### src/rtl/seq_mult4.sv
// seq_mult4: 4x4 unsigned shift-add multiplier; define SEQ_MULT4_EARLY_EXIT_EN to end CALC once the multiplier is exhausted
module seq_mult4 (
  input  logic       clk,
  input  logic       reset,
  input  logic       start,
  input  logic [3:0] A,
  input  logic [3:0] B,
  output logic [7:0] P,
  output logic       busy,
  output logic       done
);
  typedef enum logic [1:0] {IDLE, CALC, DONE} state_t;
  state_t      state_q, state_d;
  logic [7:0]  mcand_q, mcand_d;
  logic [3:0]  mplier_q, mplier_d;
  logic [7:0]  acc_q, acc_d;
  logic [1:0]  cnt_q, cnt_d;
  logic [7:0]  p_q, p_d;
  logic        last;
  // next state: one shift-add step per CALC cycle; IDLE and DONE both accept a new start
  always_comb begin
    state_d  = state_q;
    mcand_d  = mcand_q;
    mplier_d = mplier_q;
    acc_d    = acc_q;
    cnt_d    = cnt_q;
    p_d      = p_q;
    last     = 1'b0;
    case (state_q)
      CALC: begin
        acc_d    = acc_q + (mplier_q[0] ? mcand_q : 8'h00);
        mcand_d  = mcand_q << 1;
        mplier_d = mplier_q >> 1;
        cnt_d    = cnt_q + 2'd1;
`ifdef SEQ_MULT4_EARLY_EXIT_EN
        last     = (mplier_d == 4'h0);
`else
        last     = (cnt_q == 2'd3);
`endif
        if (last) begin
          state_d = DONE;
          p_d     = acc_d;
        end
      end
      default: begin
        state_d = IDLE;
        if (start) begin
          state_d  = CALC;
          mcand_d  = {4'h0, A};
          mplier_d = B;
          acc_d    = 8'h00;
          cnt_d    = 2'd0;
        end
      end
    endcase
  end
  // state registers with synchronous reset that aborts any operation in flight
  always_ff @(posedge clk) begin
    if (reset) begin
      state_q  <= IDLE;
      mcand_q  <= 8'h00;
      mplier_q <= 4'h0;
      acc_q    <= 8'h00;
      cnt_q    <= 2'd0;
      p_q      <= 8'h00;
    end else begin
      state_q  <= state_d;
      mcand_q  <= mcand_d;
      mplier_q <= mplier_d;
      acc_q    <= acc_d;
      cnt_q    <= cnt_d;
      p_q      <= p_d;
    end
  end
  assign P    = p_q;
  assign busy = (state_q == CALC);
  assign done = (state_q == DONE);
endmodule

### config.mk
export PLATFORM = sky130hd
export DESIGN_NAME = seq_mult4
export DESIGN_NICKNAME = d
export VERILOG_FILES = /design/src/rtl/seq_mult4.sv
export SDC_FILE = /design/constraint.sdc
export NUM_CORES = 1
export LEC_CHECK = 0
export BUFFER_PORTS_ARGS = -buffer_cell sky130_fd_sc_hd__buf_4
export CORE_ASPECT_RATIO = 0.8
export CORE_MARGIN = 1.5
export CORE_UTILIZATION = 56
export DETAILED_ROUTE_END_ITERATION = 7
export PLACE_DENSITY = 0.77
export SETUP_SLACK_MARGIN = 0.05
export SYNTH_ARGS = -nofsm -noshare
export SYNTH_HDL_FRONTEND = slang
export SYNTH_SLANG_ARGS = --single-unit
### constraint.sdc
create_clock -name clk -period 2.9 [get_ports clk]
set_clock_uncertainty 0.2 [all_clocks]
set_input_delay 0.29 -clock clk [delete_from_list [all_inputs] [get_ports clk]]
set_output_delay 0.29 -clock clk [all_outputs]
set_load 0.01 [all_outputs]
# After elaboration in Yosys (flattened, before gate mapping)
# Index checks and enable logic that the tools add are counted.
[totals]
input_bits = 11
reg_bits = 32
[classes]
n_mux = 12
reduce_logical = 3
n_addsub = 2
n_eq_ne = 4
[ops]
columns = ["op", "n"]
rows = [
  ["two-way mux 8 bit", 5],
  ["adder 8 bit", 1],
  ["two-way mux 2 bit", 4],
  ["two-way mux 3 bit", 2],
  ["equality test 2 bit, second input constant", 2],
  ["adder 2 x 1 -> 2 bit, second input constant", 1],
  ["equality test 2 x 1 -> 1 bit, second input constant", 1],
  ["inequality test 2 x 1 -> 1 bit, second input constant", 1],
  ["AND reduction 2 bit", 1],
  ["nonzero test 2 bit", 1],
  ["OR reduction 2 bit", 1],
  ["two-way mux 1 bit", 1],
]

# Logic depth before layout (Yosys ltp)
[logic_depth]
depth_word = 3
depth_mapped = 8

# Worst setup path before layout
# Ideal clock, no wire load.
[synth_timing]
kind = "reg2reg"
startpoint = "register mplier_q[0]"
endpoint = "register p_q[6] (netlist: P[6])"
slack_ns = 0.769
synth_period_minus_slack_ns = 2.131
n_path_buf = 0
t_arrival_ns = 1.800
stages_incl_launch_ff = 9
setup_ns = 0.131
t_required_ns = 2.569
cell_sequence = "dfxtp_1 and2_1 ha_1 inv_1 fa_1 nor2b_1 o31ai_1 a211oi_1 o31ai_1"
[synth_between]
elab_chain_cells = 2
[synth_rtl]
columns = ["item", "line_no", "rtl"]
rows = [
  ["start, declared", "15", "logic [3:0] mplier_q, mplier_d;"],
  ["start signal, assigned", "69", "mplier_q <= mplier_d;"],
  ["two-way mux 8 bit", "31", "acc_d = acc_q + (mplier_q[0] ? mcand_q : 8'h00);"],
  ["adder 8 bit", "31", ""],
  ["end signal, assigned", "72", "p_q <= p_d;"],
  ["end, declared", "18", "logic [7:0] p_q, p_d;"],
]
# No other way between the ends.
# A chain may end at the register's enable or synchronous reset.

# Final worst setup path
# Ends and elaborated chain as after synthesis.

==> run metrics <==
initial antenna violation count 0; largest net degree at the start of global routing 33; fin util 67.69%; R2R setup slack between 500 and 600 ps; top sig layer met4; met2 wire len 1781 um; CTS buffer count 5; Cell Chain, Critical Path and2_1 > ha_1 > inv_1 > fa_1 > nor2b_1 > o31ai_1 > a211oi_1 > o31ai_1; Met3 Wirelength 316 um; pwr dens approximately 470 nW/um2; post-DR wirelength/cell about 15 um; post_cts resized 0; Critical Path AT between 2000 and 2500 ps; Post-CTS Hold Fix Bufs 0; most common cell after layout, fill and taps aside dfxtp_1; Met1 Wirelength 1646 um; final cycle utilization of the critical path 81.22%; worst r2r dst P[6]$_SDFFE_PP0P_; TritonCTS clock tree done; Setup Fix Bufs, Post-CTS 0; vias in the first global route between 1,000 and 1,500; Worst R2R Start mplier_q[0]$_SDFFE_PP0P_; worst r2r path cells 8; ANT nets after route 0; IO Pins 21; total gr overflow 0; commonest non-fill, non-tap cells in the layout dfxtp_1 (32), nor2_1 (26), buf_4 (21); Mapped Cells 191; syn avg cell area 8.542 um2; CP startpoint kind flip-flop; Seq cells post-synth 32; Crit-path slowest cell dfxtp_1; end of the critical path P[6]$_SDFFE_PP0P_; maximum VDD drop around 0.00029 V; drt first pass iters 4; layout cells sized above 1 16.67%; Reg clk slew, reported paths 90 ps; Syn-to-layout area delta 14.72%; final WL 3816 um; area of the die between 3000 and 4000 um2; Detail Placement HPWL 2718 um; worst slew pin tran 424.3 ps; CTS root buffer clkbuf_4; first-pass GRT wire length around 6500 um; RD Place Congestion 0.8269; DRT iter0 DRCs between 80 and 90; Max-Cap Viols 0; filler cell count 221; # setup viols final 0; CP required 2930 ps; Synth Net Count 211; H-tree Lvls 2; critical path class flip-flop to flip-flop; synth unique cells 38; die width approximately 63 um; area leader, netlist dfxtp_1; status complete, no violations; crit end category flip-flop; ANT cells 0; via count 1,458; worst hold slack 37.35 ps; fin. max-slew vios 0; Slew HR 71.47%; DRC Markers 0; total power between 0.8 and 0.9 mW; CP Launch Point mplier_q[0]$_SDFFE_PP0P_; Tightest Hold Check Type input port to flip-flop; Post-Syn Area around 1600 um2; most used cell, CP o31ai_1; crit-path max FO 9; area of the multi-input gates 923.4 um2; top cell type's share of synthesized area 39.26%; placed cells 240; worst skew pair latency 350 ps; FF/Latch Area between 600 and 700 um2; top cells by area, synth dfxtp_1 (39%), ha_1 (6.1%), nor2_1 (6.0%); Final Critical Period 2355 ps; number of buffers inserted by port buffering 20; unrepaired setup endpoints after global routing false; Fin Setup TNS 0 ps; crit-path max cell delay 440 ps; Fin. Hold Viols 0; Core Area 2765 um2; Initial Util 59.00%; synth warn 0; clock tree sinks 32; vias per cell 5.879; fmax approximately 0.42 GHz; Overall Global Routing Usage 26.62%; clock buffer depth 2; nets 229; non-filler instance count after layout 248; Lkg Pwr 0.8466 nW; num rows 17; die height 51.28 um; register area share after synthesis 39.26%
## cell type report
type | count | share of cell area, %
inverters | 7 | 1.404
clock buffers | 6 | 2.206
multi-input cells | 142 | 49.33
well taps | 38 | 2.540
repair buffers | 21 | 8.422
clock inverters | 2 | 1.872
flip-flops and latches | 32 | 34.22
## worst max-delay path: cells and delay by family (launching register included)
family,cells,cell delay (ps)
buf+inv,1,70
flops,1,440
simple gates,2,370
fa+ha+maj,2,590
compound gates,3,570
## power by group
group	switching, mW	internal (mW)
Clock	0.156	0.181
Combinational	0.0473	0.0304
Sequential	0.00919	0.452
Total	0.212	0.663
## layer usage
| metal | GRT usage, % | vias to the layer above |
|---|---|---|
| met5 | 0 | - |
| met4 | 13.77 | 0 |
| met3 | 11.01 | 10 |
| met2 | 42.11 | 57 |
| met1 | 31.14 | 664 |
| li1 | - | 727 |
## cells in the mapped netlist
master and instances:
a31oi_1 2, a21oi_1 15, xnor2_1 2, o211ai_1 3, mux2i_1 8, or2_2 3
nor3b_1 1, nor4_1 2, o311a_2 1, o311ai_0 1, o211a_1 2, and2_1 7
buf_2 3, o21ai_2 1, nand3_1 4, nand2b_1 1, nor2_1 26, nand2_1 12
inv_2 1, inv_1 6, a221o_1 1, nand4_1 5, and3_1 8, fa_1 1
o21ai_0 1, a211oi_1 8, o311ai_1 2, xor2_1 1, ha_1 8, a211oi_2 1
clkbuf_1 7, dfxtp_1 32, nor2b_1 3, o31ai_1 3, o21a_1 3, a211o_1 1
a21o_1 1, nor3_1 4
## sequential cells by signal, summed over array words and instances (netlist names)
| name | flops |
|---|---|
| P | 8 |
| acc_q | 8 |
| cnt_q | 2 |
| mcand_q | 8 |
| mplier_q | 4 |
| state_q | 2 |
## cells by family (layout without fill, tap and decap cells)
family          count (synthesis)  after routing  synth area share [%]
compound gates                 46             46                 19.94
buf+inv                        17             36                 4.141
flops                          32             32                 39.26
simple gates                   76             76                 22.78
mux                             8              8                 4.908
xor+xnor                        3              3                 1.611
fa+ha+maj                       9              9                 7.362
## worst min path at each step
| stage | slack (ps) | cells past startpoint | start | endpoint |
|---|---|---|---|---|
| after floorplan | 260 | 2 | mcand_q[4]$_SDFFE_PP0P_ | mcand_q[5]$_SDFFE_PP0P_ |
| after global placement | 250 | 2 | P[0]$_SDFFE_PP0P_ | P[0]$_SDFFE_PP0P_ |
| after detailed placement | 260 | 2 | P[2]$_SDFFE_PP0P_ | P[2]$_SDFFE_PP0P_ |
| after CTS | 40 | 3 | A[0] | mcand_q[0]$_SDFFE_PP0P_ |
| after global routing | 10 | 3 | A[0] | mcand_q[0]$_SDFFE_PP0P_ |
| final | 40 | 3 | A[0] | mcand_q[0]$_SDFFE_PP0P_ |
## through the flow
stage | area (um2) | setup WS (ps)
2_1_floorplan | 1632 | 768.9
3_3_place_gp | 1795 | 644.7
3_5_place_dp | 1795 | 559.8
4_1_cts | 1872 | 562.6
5_1_grt | 1872 | 322.6
6_report | 1872 | 544.6
Power figures use the tool's default switching activity.
